--- config.mk ---
export PLATFORM = sky130hd
export DESIGN_NAME = ld_trig_gen_flat
export DESIGN_NICKNAME = d
export VERILOG_FILES = /design/src/rtl/ld_trig_gen_if.sv /design/src/rtl/ld_trig_gen.sv /design/src/flat_wrapper.sv
export SDC_FILE = /design/constraint.sdc
export NUM_CORES = 1
export LEC_CHECK = 0
export ABC_AREA = 1
export BUFFER_PORTS_ARGS = -buffer_cell sky130_fd_sc_hd__buf_2
export CORE_ASPECT_RATIO = 0.9
export CORE_MARGIN = 3
export CORE_UTILIZATION = 40
export DETAILED_ROUTE_END_ITERATION = 10
export GPL_TIMING_DRIVEN = 0
export SETUP_SLACK_MARGIN = 0.2
export SLEW_MARGIN = 20
export SYNTH_ARGS = -nofsm -noshare
export SYNTH_HDL_FRONTEND = slang
export SYNTH_SLANG_ARGS = --single-unit
--- constraint.sdc ---
create_clock -name clk -period 4.05 [get_ports clk]
set_clock_uncertainty 0.2 [all_clocks]
set_input_delay 0.405 -clock clk [delete_from_list [all_inputs] [get_ports clk]]
set_output_delay 0.405 -clock clk [all_outputs]
set_load 0.03 [all_outputs]
--- src/rtl/ld_trig_gen_if.sv ---
// Purpose: control/status bundle between the register bank and ld_trig_gen.
// Latency: wires only; timing is defined by the modules on either side.
// Backpressure: none; configuration is level-held, cfg_load/start are one-cycle strobes.
// Ports: en/mode/start/burst_len run control; period/width/ch_delay/cfg_load
//        shadow configuration; trig_out/frame_start/busy/pulse_cnt status.
interface ld_trig_gen_if #(
  parameter int N_CH  = 2,
  parameter int CNT_W = 32,
  parameter int DLY_W = 16
);
  logic                    en;
  logic                    mode;
  logic                    start;
  logic [15:0]             burst_len;
  logic [CNT_W-1:0]        period;
  logic [DLY_W-1:0]        width;
  logic [N_CH*DLY_W-1:0]   ch_delay;
  logic                    cfg_load;
  logic [N_CH-1:0]         trig_out;
  logic                    frame_start;
  logic                    busy;
  logic [31:0]             pulse_cnt;

  // Register bank side.
  modport master (
    output en, mode, start, burst_len, period, width, ch_delay, cfg_load,
    input  trig_out, frame_start, busy, pulse_cnt
  );

  // Trigger generator side.
  modport slave (
    input  en, mode, start, burst_len, period, width, ch_delay, cfg_load,
    output trig_out, frame_start, busy, pulse_cnt
  );
endinterface

--- src/rtl/ld_trig_gen.sv ---
// Purpose: period counter driving N_CH delayed laser-diode trigger pulses, continuous or counted burst.
// Latency: RUN entered one clk after en/start; trig_out updates on the falling edge after the counter.
// Backpressure: none; start while busy is dropped, cfg_load is held pending until a safe point.
// Ports: clk, rst_n (async active-low); bus = ld_trig_gen_if.slave carrying
//        run control, shadow configuration inputs and trigger/status outputs.
module ld_trig_gen #(
  parameter int          N_CH       = 2,
  parameter int          CNT_W      = 32,
  parameter int          DLY_W      = 16,
  parameter int unsigned DEF_PERIOD = 1250,
  parameter int unsigned DEF_WIDTH  = 6
) (
  input logic          clk,
  input logic          rst_n,
  ld_trig_gen_if.slave bus
);
  // Pulse window ends are computed one bit wider than the counter so that
  // 1 + delay + width can never wrap around.
  localparam int               XW         = CNT_W + 1;
  localparam logic [CNT_W-1:0] MIN_PERIOD = CNT_W'(2);

  typedef enum logic [1:0] {S_IDLE = 2'd0, S_RUN = 2'd1, S_STOP = 2'd2} state_t;

  state_t                      state_q, state_d;
  logic [CNT_W-1:0]            cnt_q, cnt_d;
  logic [CNT_W-1:0]            period_s_q, period_s_d;
  logic [DLY_W-1:0]            width_s_q, width_s_d;
  logic [N_CH-1:0][DLY_W-1:0]  delay_s_q, delay_s_d;
  logic                        pend_q, pend_d;
  logic                        burst_q, burst_d;
  logic [15:0]                 rem_q, rem_d;
  logic [31:0]                 pulse_cnt_q, pulse_cnt_d;
  logic                        frame_q, frame_d;
  logic                        busy_q, busy_d;
  logic [N_CH-1:0]             trig_q, trig_d;
  logic [N_CH-1:0][XW-1:0]     win_lo, win_hi;
  logic                        wrap, apply;

  always_comb begin
    state_d     = state_q;
    cnt_d       = cnt_q;
    period_s_d  = period_s_q;
    width_s_d   = width_s_q;
    delay_s_d   = delay_s_q;
    burst_d     = burst_q;
    rem_d       = rem_q;
    pulse_cnt_d = pulse_cnt_q;

    wrap = (state_q != S_IDLE) && (cnt_q == period_s_q);

    // Shadow update only in IDLE or exactly at a wrap, so a period never
    // sees its geometry change. A load arriving on the wrap cycle is used
    // immediately for the period that starts there.
    if (state_q == S_IDLE) begin
      apply  = pend_q;
      pend_d = bus.cfg_load;
    end else if (wrap) begin
      apply  = pend_q | bus.cfg_load;
      pend_d = 1'b0;
    end else begin
      apply  = 1'b0;
      pend_d = pend_q | bus.cfg_load;
    end

    if (apply) begin
      period_s_d = (bus.period < MIN_PERIOD) ? MIN_PERIOD : bus.period;
      width_s_d  = bus.width;
      for (int i = 0; i < N_CH; i++) begin
        delay_s_d[i] = bus.ch_delay[i*DLY_W +: DLY_W];
      end
    end

    unique case (state_q)
      S_IDLE: begin
        cnt_d = '0;
        if (bus.en && !bus.mode) begin
          state_d = S_RUN;
          burst_d = 1'b0;
        end else if (bus.en && bus.start) begin
          state_d = S_RUN;
          burst_d = 1'b1;
          rem_d   = (bus.burst_len == 16'd0) ? 16'd1 : bus.burst_len;
        end
      end
      S_RUN, S_STOP: begin
        if (wrap) begin
          cnt_d       = '0;
          pulse_cnt_d = pulse_cnt_q + 32'd1;
          if (burst_q) begin
            rem_d = rem_q - 16'd1;
          end
          // en low on the wrap cycle itself ends the run here: the period
          // that just finished was complete.
          if (state_q == S_STOP || !bus.en || (burst_q && rem_q == 16'd1)) begin
            state_d = S_IDLE;
          end
        end else begin
          cnt_d = cnt_q + CNT_W'(1);
          if (!bus.en) begin
            state_d = S_STOP;
          end
        end
      end
      default: state_d = S_IDLE;
    endcase

    busy_d  = (state_d != S_IDLE);
    frame_d = (state_d == S_RUN) && (cnt_d == '0);
  end

  // Channel i is high for counter in [1+delay, 1+delay+width). Counter 0
  // (the wrap) is outside every window, which gives the clamp at wrap.
  always_comb begin
    trig_d = '0;
    win_lo = '0;
    win_hi = '0;
    for (int i = 0; i < N_CH; i++) begin
      win_lo[i] = XW'(delay_s_q[i]) + XW'(1);
      win_hi[i] = win_lo[i] + XW'(width_s_q);
      trig_d[i] = (state_q != S_IDLE) &&
                  (XW'(cnt_q) >= win_lo[i]) && (XW'(cnt_q) < win_hi[i]);
    end
  end

  always_ff @(posedge clk or negedge rst_n) begin
    if (!rst_n) begin
      state_q     <= S_IDLE;
      cnt_q       <= '0;
      period_s_q  <= CNT_W'(DEF_PERIOD);
      width_s_q   <= DLY_W'(DEF_WIDTH);
      delay_s_q   <= '0;
      pend_q      <= 1'b0;
      burst_q     <= 1'b0;
      rem_q       <= '0;
      pulse_cnt_q <= '0;
      frame_q     <= 1'b0;
      busy_q      <= 1'b0;
    end else begin
      state_q     <= state_d;
      cnt_q       <= cnt_d;
      period_s_q  <= period_s_d;
      width_s_q   <= width_s_d;
      delay_s_q   <= delay_s_d;
      pend_q      <= pend_d;
      burst_q     <= burst_d;
      rem_q       <= rem_d;
      pulse_cnt_q <= pulse_cnt_d;
      frame_q     <= frame_d;
      busy_q      <= busy_d;
    end
  end

  // Falling-edge output stage: half a cycle of settling for the window
  // compare, and the reset clears the pins without waiting for a clock.
  always_ff @(negedge clk or negedge rst_n) begin
    if (!rst_n) begin
      trig_q <= '0;
    end else begin
      trig_q <= trig_d;
    end
  end

  assign bus.trig_out    = trig_q;
  assign bus.frame_start = frame_q;
  assign bus.busy        = busy_q;
  assign bus.pulse_cnt   = pulse_cnt_q;
endmodule

--- src/flat_wrapper.sv ---
// flat-port wrapper written by rule: the top's interface ports become plain ports
module ld_trig_gen_flat 
#(
  parameter int          N_CH       = 2,
  parameter int          CNT_W      = 32,
  parameter int          DLY_W      = 16,
  parameter int unsigned DEF_PERIOD = 1250,
  parameter int unsigned DEF_WIDTH  = 6
)
  (clk, rst_n, bus_en, bus_mode, bus_start, bus_burst_len, bus_period, bus_width, bus_ch_delay, bus_cfg_load, bus_trig_out, bus_frame_start, bus_busy, bus_pulse_cnt);
  ld_trig_gen_if #(.N_CH(N_CH), .CNT_W(CNT_W), .DLY_W(DLY_W)) bus_i ();
  input logic clk;
  input logic rst_n;
  input wire logic [$bits(bus_i.en)-1:0] bus_en;
  input wire logic [$bits(bus_i.mode)-1:0] bus_mode;
  input wire logic [$bits(bus_i.start)-1:0] bus_start;
  input wire logic [$bits(bus_i.burst_len)-1:0] bus_burst_len;
  input wire logic [$bits(bus_i.period)-1:0] bus_period;
  input wire logic [$bits(bus_i.width)-1:0] bus_width;
  input wire logic [$bits(bus_i.ch_delay)-1:0] bus_ch_delay;
  input wire logic [$bits(bus_i.cfg_load)-1:0] bus_cfg_load;
  output wire logic [$bits(bus_i.trig_out)-1:0] bus_trig_out;
  output wire logic [$bits(bus_i.frame_start)-1:0] bus_frame_start;
  output wire logic [$bits(bus_i.busy)-1:0] bus_busy;
  output wire logic [$bits(bus_i.pulse_cnt)-1:0] bus_pulse_cnt;
  assign bus_i.en = bus_en;
  assign bus_i.mode = bus_mode;
  assign bus_i.start = bus_start;
  assign bus_i.burst_len = bus_burst_len;
  assign bus_i.period = bus_period;
  assign bus_i.width = bus_width;
  assign bus_i.ch_delay = bus_ch_delay;
  assign bus_i.cfg_load = bus_cfg_load;
  assign bus_trig_out = bus_i.trig_out;
  assign bus_frame_start = bus_i.frame_start;
  assign bus_busy = bus_i.busy;
  assign bus_pulse_cnt = bus_i.pulse_cnt;
  ld_trig_gen #(.N_CH(N_CH), .CNT_W(CNT_W), .DLY_W(DLY_W), .DEF_PERIOD(DEF_PERIOD), .DEF_WIDTH(DEF_WIDTH)) u_core (.clk(clk), .rst_n(rst_n), .bus(bus_i));
endmodule
== Word-level counts from Yosys, hierarchy flattened ==
Cells that the tools add are included.

* Register bits after elaboration: 168
* Latch bits: 0
* Bits in writable memories: 0
* ROM bits: 0
* Bits of input ports: 102
* Output and inout port bits: 36
* Word-level logic and storage cells: 80
* Memories: 0

* $add $sub $neg: 7
* Multiply operators: 0
* Div/mod/pow operators: 0
* $lt $le $gt $ge: 5
* Eq/ne operators: 9
* Shift operators: 0
* Multiplexer cells: 21
* Bitwise operators: 1
* Reductions and logical operators: 24

{| class="wikitable"
|+ Operators with widths
! operator !! count
|-
| 2-to-1 mux 16 bit || 5
|-
| adder 33 x 16 -> 33 bit || 2
|-
| >= comparator 32 x 33 -> 1 bit || 2
|-
| less-than comparator 32 x 33 -> 1 bit || 2
|-
| adder 32 x 1 -> 32 bit, second input constant || 2
|-
| 2-to-1 mux 32 bit || 2
|-
| case mux 32 bit (2 select lines) || 1
|-
| adder 16 x 1 -> 17 bit, second input constant || 2
|-
| == test 32 bit || 1
|-
| logical NOT 32 bit || 1
|-
| less-than comparator 32 x 2 -> 1 bit, second input constant || 1
|-
| case mux 16 bit (2 select lines) || 1
|-
| == test 16 x 1 -> 1 bit, second input constant || 1
|-
| logical NOT 16 bit || 1
|-
| subtractor 16 x 1 -> 16 bit, second input constant || 1
|-
| 2-to-1 mux 2 bit || 5
|-
| logical AND 1 bit || 9
|-
| nonzero test 2 bit || 4
|-
| 2-to-1 mux 1 bit || 6
|-
| AND reduction 5 bit || 1
|-
| == test 2 x 1 -> 1 bit, second input constant || 2
|-
| inequality test 2 x 1 -> 1 bit, second input constant || 2
|-
| inequality test 2 bit, second input constant || 2
|-
| case mux 2 bit (2 select lines) || 1
|-
| other kinds (7) || 10
|}

== Depth between registers and ports, before layout ==
Gate-level depths: netlist (run 1).

* Depth in word-level cells: 8
* Depth in mapped cells: 26
* Depth with buffers taken out: 26

==> flow_metrics.py, run 1 <==
metrics = {
    "run_status": {
        "status": "complete, but fails checks",
        "violations": "negative setup slack",
    },
    "min_path": {
        "hold_path_class": "in2reg",
        "holdPathEnd": "u_core.period_s_q[2]$_DFFE_PN0P_",
        "hold_depth": 3,
        "min-delay-start": "bus_period[2]",
    },
    "placement": {
        "dp_worst_setup_slack_ns": -1.98,
        "post_dp_cell_area_um2": 14000,
        "place_congestion": 0.948,
        "placed_cells": 2350,
        "portBuffers": 137,
        "hpwl_um": 31600,
    },
    "clocking": {
        "insertion_delay_ns": 0.44,
        "path_clk_slew_ns": 0.07,
        "htreeDepth": 4,
        "cts_buffers": 17,
        "clock-root-buffer": "clkbuf_16",
        "clock_path_buffers": 2,
        "cts_tree": "built",
        "clock_sinks": 168,
    },
    "critical_path": {
        "crit_arrival_ns": 4.02,
        "crit_chain": "ha_2, nand3_2, nor3_4, nand3_1, buf_4, xor2_2, ha_1, a21oi_1, o21ai_0, nand2_1, o2111ai_2, nand3_1, nand2_1, xor2_1, ha_1, nand2_1, nor2_1, a211oi_1, nand2_1, a21oi_2",
        "worstSetupStartpointType": "flip-flop",
        "crit_fanout": 5,
        "crit_top_cell": "nand2_1",
        "slowest_delay_ns": 0.40,
        "r2r_end": "u_core.bus.trig_out[1]$_DFF_NN0_",
        "cp_slowest_cell": "dfrtp_1",
        "endpoint_kind": "flip-flop",
        "regToRegSetupSlack_ns": -1.77,
        "cp_top_family": "simple AND/OR/NAND/NOR gates",
        "cp.required_ns": 2.25,
        "crit_type": "reg2reg",
        "path_buf_inv": 1,
        "r2r_start": "u_core.delay_s_q[17]$_DFFE_PN0P_",
        "ff2ff_path_depth": 20,
    },
    "floorplan": {
        "dieArea_um2": 33900,
        "io_pins": 138,
        "rows": 61,
        "start_util": 0.408,
        "die_y_um": 175,
        "die_x_um": 194,
        "coreArea_um2": 31100,
    },
    "synthesis": {
        "syn_area_um2": 12700,
        "synthCells": 1802,
        "synth_edf_count": 0,
        "yosys_register_bits": 168,
        "yosys.cell_types.count": 52,
        "yosysSeqAreaShare": 0.332,
        "synth_flop_cell": "dfrtp_1",
        "yosysWarningCount": 0,
        "mappedNetlistNets": 2015,
        "synth.avg_cell_area_um2": 7.04,
        "async_flop_share": 1.00,
    },
    "global_route": {
        "grt_antenna_before_repair": 1,
        "grt_use_total": 0.242,
        "grt-ovfl-total": 0,
        "grt_max_degree": 82,
        "grt_pass1_wl_um": 65100,
        "grt_pass1_vias": 12099,
    },
    "cells_and_area": {
        "multi_input_area_um2": 7620,
        "diodes": 0,
        "fin_nets": 2265,
        "drive_gt1_frac": 0.150,
        "stdcell_count": 2474,
        "final_cell_area_um2": 15700,
        "area_growth_pct": 23.9,
        "n_fill_cell": 3134,
        "layout_commonest_cell": "nand2_1",
        "utilization": 0.506,
        "final-seq-area_um2": 4210,
        "final_cell_mix": "nand2_1 (514), inv_1 (251), dfrtp_1 (159)",
    },
    "detailed_routing": {
        "vias": 12484,
        "postRouteWirelength_um": 41400,
        "ant_nets": 0,
        "dr.pass1.iters": 5,
        "drtIter0Drc": 845,
        "drc": 0,
        "via_per_inst": 5.05,
        "wire_per_inst_um": 16.7,
    },
    "power_and_ir_drop": {
        "totalPowerFinal_mw": 10.7,
        "power_density_nw_per_um2": 682,
        "irDropWorstVdd_mv": 0.303,
        "power_leakage_nw": 8.32,
    },
    "sta": {
        "setup_violations": 2,
        "rsz0062_at_grt": "true",
        "worstMarginPinSlew_ns": 1.19,
        "relSlewSlack": 0.196,
        "setup_ws_ns": -1.77,
        "finalHoldViolCount": 0,
        "slew_viol_final": 0,
    },
    "job": {
        "maxCapViolations": 0,
    },
}
## cells by family after synthesis
group | after synthesis | synth area share
buffers and inverters | 303 | 0.0939
AOI/OAI and AO/OA | 235 | 0.0990
and+or+nand+nor | 887 | 0.297
xor gates and xnor gates | 98 | 0.0677
adders and majority gates | 111 | 0.111
DFF | 168 | 0.332
## registers in the layout, indices dropped and copies added, names as in the netlist
register,cells
u_core.bus.trig_out,2
u_core.bus.pulse_cnt,32
u_core.period_s_q,32
u_core.bus.frame_start,1
u_core.burst_q,1
u_core.cnt_q,32
u_core.pend_q,1
u_core.rem_q,16
u_core.bus.busy,1
u_core.width_s_q,16
u_core.delay_s_q,32
u_core.state_q,2
## synthesized netlist by cell type, types with 9 or more instances
master    number  area share
nand3_1       83       0.033
inv_1        256       0.076
nor3_1        44       0.017
o21ai_0      130       0.051
buf_4          9      0.0053
xnor2_1       29       0.020
clkbuf_1      13      0.0038
inv_2          9      0.0027
nand2_1      519        0.15
buf_2         10      0.0039
ha_1         109        0.11
a21oi_1       70       0.028
nor4_1        24       0.012
xor2_1        69       0.048
nand4_1       32       0.016
dfrtp_1      159        0.31
nor2_1       155       0.046
## tightest hold or removal path, cell delays in order
cell	delay [ns]
buf_2	0.09
nand2_1	0.05
o21ai_0	0.06
## final cells by class
type / count / area share
timing repair buffer: 231 / 0.103
buffer: 33 / 0.0113
tap: 409 / 0.0326
multi-input combinational: 1331 / 0.485
clock buffer: 19 / 0.0275
inverter: 270 / 0.0645
sequential: 168 / 0.268
clock inverter: 13 / 0.00868
## stage by stage
stage               setup TNS [ns]  hold slack [ns]
floorplan                    -2.65          -0.0906
global placement            -86.50            0.265
detailed placement           -3.92           0.0950
CTS                          -3.58          0.00211
global route                 -4.08           0.0237
finish                       -3.53           0.0119
## worst max path at each step
stage / endpoint / start / depth (start not counted)
detailed placement: u_core.bus.trig_out[0]$_DFF_NN0_ / u_core.delay_s_q[1]$_DFFE_PN0P_ / 25
global placement: u_core.bus.trig_out[0]$_DFF_NN0_ / rst_n / 1
floorplan: u_core.bus.trig_out[0]$_DFF_NN0_ / u_core.delay_s_q[1]$_DFFE_PN0P_ / 24
finish: u_core.bus.trig_out[1]$_DFF_NN0_ / u_core.delay_s_q[17]$_DFFE_PN0P_ / 20
global route: u_core.bus.trig_out[0]$_DFF_NN0_ / u_core.delay_s_q[1]$_DFFE_PN0P_ / 18
CTS: u_core.bus.trig_out[0]$_DFF_NN0_ / u_core.delay_s_q[1]$_DFFE_PN0P_ / 24
## power by group
group	total [mW]	internal [mW]	switching (mW)
Clock	1.66	0.867	0.792
Sequential	2.74	2.22	0.517
Combinational	6.32	2.39	3.93
## layer usage
metal / GRT usage / part of all wire
met2: 0.367 / 0.42
met4: 0.0503 / 0.014
met1: 0.365 / 0.51
met5: 0 / 0
met3: 0.0355 / 0.053
## timing repair
item                                    4_1_cts  5_1_grt
endpoints found under the setup margin        2        2
pin swaps                                    30       27
buffers inserted                             18        6
hold buffers                                 68        0
endpoints found under the hold margin       100        0
gates resized for setup                      33       27
cloned                                        0        0
No activity file was read; power rests on OpenSTA's default activity.
==> inputs of run 2 (changes only) <==
--- a/config.mk
+++ b/config.mk
@@ -5,7 +5,6 @@
 export SDC_FILE = /design/constraint.sdc
 export NUM_CORES = 1
 export LEC_CHECK = 0
-export ABC_AREA = 1
 export BUFFER_PORTS_ARGS = -buffer_cell sky130_fd_sc_hd__buf_2
 export CORE_ASPECT_RATIO = 0.9
 export CORE_MARGIN = 3
==> run 2 against run 1 <==
Net effect:
- register-to-register slack worse by 0.27 ns
- largest power group unchanged
- cell area down 5.3%
- combinational power is 13% higher
- non-clock buffer count up 10
- sequential share of layout area rose by 1.5 points
- clock power grew 2%
- wire length is 21% lower
- die area down 6.8%
- critical path depth down 2
- synthesized cell count fell by 31%
- the run still ends with negative setup slack left
- first-iteration DRC count down 36%
- via count down 20%
==> flow_metrics.py, run 2 <==
metrics = {
    "synthesis": {
        "yosys.cell_types.count": 71,
        "synth.avg_cell_area_um2": 9.44,
        "synth_edf_count": 0,
        "synthTopCellsByCount": "dfrtp_1 (159), ha_1 (109), nor2_1 (95)",
        "mappedNetlistNets": 1463,
        "synthCells": 1250,
        "syn_area_um2": 11800,
        "yosys_register_bits": 168,
        "yosysTopAreaCell": "dfrtp_1",
        "synthDominantCellAreaShare": 0.337,
        "yosysWarningCount": 0,
        "synth.area.top_cells": "dfrtp_1 (34%), ha_1 (12%), mux2_2 (7.2%)",
        "yosysSeqAreaShare": 0.357,
        "synth_flop_cell": "dfrtp_1",
        "yosysMostFrequentCell": "dfrtp_1",
        "async_flop_share": 1.00,
    },
    "critical_path": {
        "crit_arrival_ns": 4.26,
        "slowest_delay_ns": 0.40,
        "worstSetupStartpointType": "flip-flop",
        "crit_type": "reg2reg",
        "endpoint_kind": "flip-flop",
        "crit_top_cell": "a21o_1",
        "cp_top_family": "compound AO/OA/AOI/OAI gates",
        "cp.required_ns": 2.22,
        "crit_chain": "nand3_2, nor2_4, nand4_1, buf_4, nor2_2, xor2_1, ha_2, or3_4, o21ai_4, a211oi_4, nor4_2, a311oi_2, ha_1, a21o_1, a21o_1, a211oi_2, o21ai_2, a221oi_2",
        "path_buf_inv": 1,
        "cp_slowest_cell": "or3_4",
        "crit_fanout": 3,
    },
    "cells_and_area": {
        "final_cell_mix": "buf_2 (159), dfrtp_1 (157), ha_1 (98)",
        "area_growth_pct": 26.2,
        "fin_nets": 1707,
        "stdcell_count": 1903,
        "drive_gt1_frac": 0.264,
        "layout_commonest_cell": "buf_2",
        "utilization": 0.513,
        "diodes": 0,
    },
    "placement": {
        "dp_worst_setup_slack_ns": -2.42,
        "hpwl_um": 24100,
        "placed_cells": 1784,
        "portBuffers": 136,
        "place_congestion": 0.876,
    },
    "floorplan": {
        "die_y_um": 169,
        "io_pins": 138,
        "rows": 59,
        "coreArea_um2": 29000,
        "die_x_um": 187,
        "start_util": 0.407,
        "dieArea_um2": 31600,
    },
    "clocking": {
        "clock-root-buffer": "clkbuf_16",
        "cts_tree": "built",
        "clock_sinks": 168,
        "path_clk_slew_ns": 0.08,
        "clock_path_buffers": 2,
        "htreeDepth": 4,
        "cts_buffers": 17,
        "insertion_delay_ns": 0.44,
    },
    "detailed_routing": {
        "drc": 0,
        "wire_per_inst_um": 17.2,
        "ant_nets": 0,
        "vias": 10041,
        "drtIter0Drc": 539,
        "via_per_inst": 5.28,
        "postRouteWirelength_um": 32700,
        "dr.pass1.iters": 6,
    },
    "sta": {
        "rsz0062_at_grt": "true",
        "slew_viol_final": 0,
        "worstMarginPinSlew_ns": 0.668,
        "finalHoldViolCount": 0,
        "setup_ws_ns": -2.04,
        "relSlewSlack": 0.555,
        "setup_violations": 2,
    },
    "min_path": {
        "hold_path_class": "in2reg",
    },
    "power_and_ir_drop": {
        "power_density_nw_per_um2": 782,
        "power_leakage_nw": 7.03,
        "irDropWorstVdd_mv": 0.368,
    },
    "global_route": {
        "grt-ovfl-total": 0,
        "grt_antenna_before_repair": 0,
        "grt_max_degree": 66,
        "grt_pass1_vias": 9947,
        "grt_use_total": 0.203,
        "grt_pass1_wl_um": 52100,
    },
    "run_status": {
        "violations": "negative setup slack",
        "status": "complete, but fails checks",
    },
    "job": {
        "maxCapViolations": 0,
    },
}
-- run 2: changes by cell type after synthesis, sizes merged, moves of 29 or more --
cell / previous run / this run
nand2: 524 / 84
inv: 265 / 56
o21ai: 134 / 44
mux2: 0 / 75
nor2: 160 / 99
xnor2: 29 / 79
nand3: 84 / 55
-- run 2: layout make-up --
| type | count | area (um^2) |
|---|---|---|
| fillers | 2667 | 14100 |
| multi-input cells | 976 | 7590 |
| flip-flops and latches | 168 | 4220 |
| repair buffers | 225 | 1540 |
| well taps | 396 | 495 |
| clock buffers | 18 | 429 |
| plain buffers | 49 | 234 |
| inverters | 57 | 216 |
| clock inverters | 14 | 173 |
-- run 2: final timing paths --
check	from	to	slack (ns)	depth (start not counted)
hold / removal	bus_period[20]	u_core.period_s_q[20]$_DFFE_PN0P_	0.02	2
setup reg to reg	u_core.delay_s_q[2]$_DFFE_PN0P_	u_core.bus.trig_out[0]$_DFF_NN0_	-2.04	18
max in group asynchronous	rst_n	u_core.bus.trig_out[0]$_DFF_NN0_	0.76	3
setup / recovery	u_core.delay_s_q[2]$_DFFE_PN0P_	u_core.bus.trig_out[0]$_DFF_NN0_	-2.04	18
hold reg to reg	u_core.bus.pulse_cnt[7]$_DFFE_PN0P_	u_core.bus.pulse_cnt[7]$_DFFE_PN0P_	0.29	1
min in group asynchronous	rst_n	u_core.period_s_q[21]$_DFFE_PN0P_	0.25	2
-- run 2: cell families (layout without fill, tap and decap cells) --
group / count (synthesis) / after routing / synth area share
AOI/OAI and AO/OA: 198 / 198 / 0.108
xor gates and xnor gates: 155 / 155 / 0.115
adders and majority gates: 111 / 111 / 0.119
buffers and inverters: 106 / 363 / 0.0379
DFF: 168 / 168 / 0.357
muxes: 77 / 77 / 0.0733
and+or+nand+nor: 435 / 435 / 0.190
-- run 2: timing repair --
item	CTS	global route
setup buffers	19	12
pin swaps	19	21
hold endpoints to repair	96	2
setup endpoints to repair	2	10
hold buffers	54	2
resized for setup	26	47
-- run 2: power by group --
part | switching [mW] | internal, mW
clock | 0.812 | 0.887
sequential | 0.580 | 2.24
combinational | 3.77 | 3.35
-- run 2: metrics by stage --
stage | instance area (um^2) | hold slack [ns] | power (mW) | setup TNS [ns]
finish | 14900 | 0.0168 | 11.6 | -4.05
global route | 14900 | 0.00431 | 12.6 | -4.41
CTS | 14600 | 0.000189 | 11.2 | -4.28
detailed placement | 13100 | 0.135 | 9.06 | -4.64
global placement | 13100 | 0.253 | 8.89 | -76.29
floorplan | 11900 | -0.0906 | 7.54 | -3.32
-- run 2: worst reg2reg max path, stage by stage, from the launching register on --
cell	delay, ns
dfrtp_1	0.37
nand3_2	0.12
nor2_4	0.12
nand4_1	0.20
buf_4	0.22
nor2_2	0.09
xor2_1	0.25
ha_2	0.35
or3_4	0.40
o21ai_4	0.09
a211oi_4	0.09
nor4_2	0.21
a311oi_2	0.07
ha_1	0.33
a21o_1	0.16
a21o_1	0.15
a211oi_2	0.25
o21ai_2	0.10
a221oi_2	0.25
-- run 2: per-layer routing --
| layer | share of wire | GRT usage | vias up | wire length, um |
|---|---|---|---|---|
| li1 | - | - | 4979 | - |
| met1 | 0.47 | 0.280 | 4805 | 15400 |
| met2 | 0.47 | 0.325 | 221 | 15300 |
| met3 | 0.043 | 0.0391 | 36 | 1410 |
| met4 | 0.021 | 0.0638 | 0 | 703 |
| met5 | 0 | 0 | - | 0 |
==> inputs of run 3 (changes only) <==
--- a/config.mk
+++ b/config.mk
@@ -11,6 +11,7 @@
 export CORE_UTILIZATION = 40
 export DETAILED_ROUTE_END_ITERATION = 10
 export GPL_TIMING_DRIVEN = 0
+export PLACE_DENSITY_LB_ADDON = 0.05
 export SETUP_SLACK_MARGIN = 0.2
 export SLEW_MARGIN = 20
 export SYNTH_ARGS = -nofsm -noshare
==> run 3 against run 2 <==
Net effect:
- the flow still finishes with violations (negative setup slack)
- sequential share of layout area rose by 0.59 points
- clock power hardly changed
- largest power group unchanged
- via count shrank 1.6%
- highest routed layer unchanged
==> flow_metrics.py, run 3 (synthesis gave the netlist of run 2 again) <==
metrics = {
    "detailed_routing": {
        "drtIter0Drc": 544,
        "ant_nets": 0,
        "wire_per_inst_um": 17.4,
        "postRouteWirelength_um": 32800,
        "via_per_inst": 5.26,
        "drc": 0,
        "dr.pass1.iters": 5,
        "vias": 9885,
    },
    "sta": {
        "setup_violations": 2,
        "worstMarginPinSlew_ns": 1.10,
        "setup_tns_ns": -4.09,
        "finalHoldViolCount": 0,
        "slew_viol_final": 0,
        "setup_ws_ns": -2.10,
        "rsz0062_at_grt": "true",
        "relSlewSlack": 0.266,
    },
    "floorplan": {
        "coreArea_um2": 29000,
        "die_y_um": 169,
        "io_pins": 138,
        "die_x_um": 187,
        "rows": 59,
        "dieArea_um2": 31600,
        "start_util": 0.407,
    },
    "cells_and_area": {
        "final_cell_mix": "buf_2 (159), dfrtp_1 (157), ha_1 (103)",
        "final-seq-area_um2": 4220,
        "utilization": 0.503,
        "area_growth_pct": 23.6,
        "fin_nets": 1683,
        "layout_commonest_cell": "buf_2",
        "drive_gt1_frac": 0.249,
        "n_fill_cell": 2773,
        "multi_input_area_um2": 7500,
    },
    "clocking": {
        "insertion_delay_ns": 0.44,
        "htreeDepth": 4,
        "cts_buffers": 17,
        "clock_sinks": 168,
        "clock_path_buffers": 2,
        "cts_tree": "built",
        "path_clk_slew_ns": 0.07,
        "clock-root-buffer": "clkbuf_16",
    },
    "placement": {
        "hpwl_um": 24700,
        "portBuffers": 136,
        "place_congestion": 0.845,
    },
    "min_path": {
        "hold_path_class": "in2reg",
    },
    "global_route": {
        "grt_max_degree": 89,
        "grt_use_total": 0.209,
        "grt-ovfl-total": 0,
        "grt_pass1_wl_um": 53000,
        "grt_pass1_vias": 9606,
        "grt_antenna_before_repair": 0,
    },
    "critical_path": {
        "cp.required_ns": 2.22,
        "endpoint_kind": "flip-flop",
        "crit_type": "reg2reg",
        "worstSetupStartpointType": "flip-flop",
        "crit_fanout": 4,
        "crit_arrival_ns": 4.32,
    },
    "power_and_ir_drop": {
        "power_density_nw_per_um2": 784,
        "power_leakage_nw": 6.91,
        "irDropWorstVdd_mv": 0.391,
    },
    "run_status": {
        "violations": "negative setup slack",
        "status": "complete, but fails checks",
    },
    "job": {
        "maxCapViolations": 0,
    },
}
==> run 3: path summary, 6_finish.rpt <==
check	depth (start not counted)	startpoint	endpoint	slack, ns
min	2	bus_ch_delay[10]	u_core.delay_s_q[10]$_DFFE_PN0P_	0.02
max	19	u_core.delay_s_q[0]$_DFFE_PN0P_	u_core.bus.trig_out[0]$_DFF_NN0_	-2.10
max reg2reg	19	u_core.delay_s_q[0]$_DFFE_PN0P_	u_core.bus.trig_out[0]$_DFF_NN0_	-2.10
min in group asynchronous	2	rst_n	u_core.delay_s_q[31]$_DFFE_PN0P_	0.34
min reg2reg	1	u_core.bus.pulse_cnt[31]$_DFFE_PN0P_	u_core.bus.pulse_cnt[31]$_DFFE_PN0P_	0.26
max in group asynchronous	3	rst_n	u_core.bus.trig_out[0]$_DFF_NN0_	0.57
==> run 3: metrics by stage <==
step	hold slack [ns]	instance area, um^2	cells	setup slack (ns)	total power [mW]
after floorplan	-0.0906	11900	1250	-1.70	7.54
after global placement	0.252	13100	1782	-2.60	9.02
after detailed placement	0.239	13100	1783	-2.60	9.13
after CTS	0.000875	14500	1877	-2.10	11.3
after global routing	0.00596	14600	1879	-2.37	12.5
final	0.0187	14600	1880	-2.10	11.4
==> run 3: critical path, cell delays in order (launching register included) <==
cell      delay [ns]
dfrtp_1         0.43
ha_4            0.18
nand4_1         0.09
buf_4           0.17
buf_4           0.15
nor2_2          0.11
and3_1          0.21
xor2_2          0.18
ha_1            0.29
inv_1           0.13
nor3_1          0.07
a31oi_1         0.13
o21ai_0         0.11
a311oi_1        0.33
ha_1            0.31
a21o_1          0.17
a21o_1          0.16
a211oi_2        0.26
o21ai_2         0.12
a221oi_2        0.27
==> run 3: area by class of cell <==
cell class / count / share of cell area
inverter: 57 / 0.0147
clock buffer: 19 / 0.0297
buffer: 49 / 0.0160
sequential: 168 / 0.289
multi-input combinational: 976 / 0.514
antenna: 1 / 0.000172
timing repair buffer: 201 / 0.0904
tap: 396 / 0.0340
clock inverter: 13 / 0.0119
==> run 3: metal layers <==
layer	part of all wire	wire, um	up-vias	GRT usage
li1	-	-	4941	-
met1	0.51	16800	4754	0.308
met2	0.45	14700	172	0.330
met3	0.030	987	18	0.0290
met4	0.0083	271	0	0.0391
met5	0	0	-	0
==> run 3: where the power goes <==
part / switching [mW] / internal (mW) / leakage (nW) / total [mW]
Clock: 0.742 / 0.980 / 0.278 / 1.72
Sequential: 0.567 / 2.24 / 2.12 / 2.81
Combinational: 3.72 / 3.18 / 4.51 / 6.90
Total: 5.02 / 6.41 / 6.91 / 11.4
==> run 3: what timing repair did <==
item,CTS,global route
hold buffers,48,0
gates resized for setup,35,21
setup endpoints to repair,2,10
setup buffers,14,2
hold endpoints to repair,126,0
pin swaps,31,7
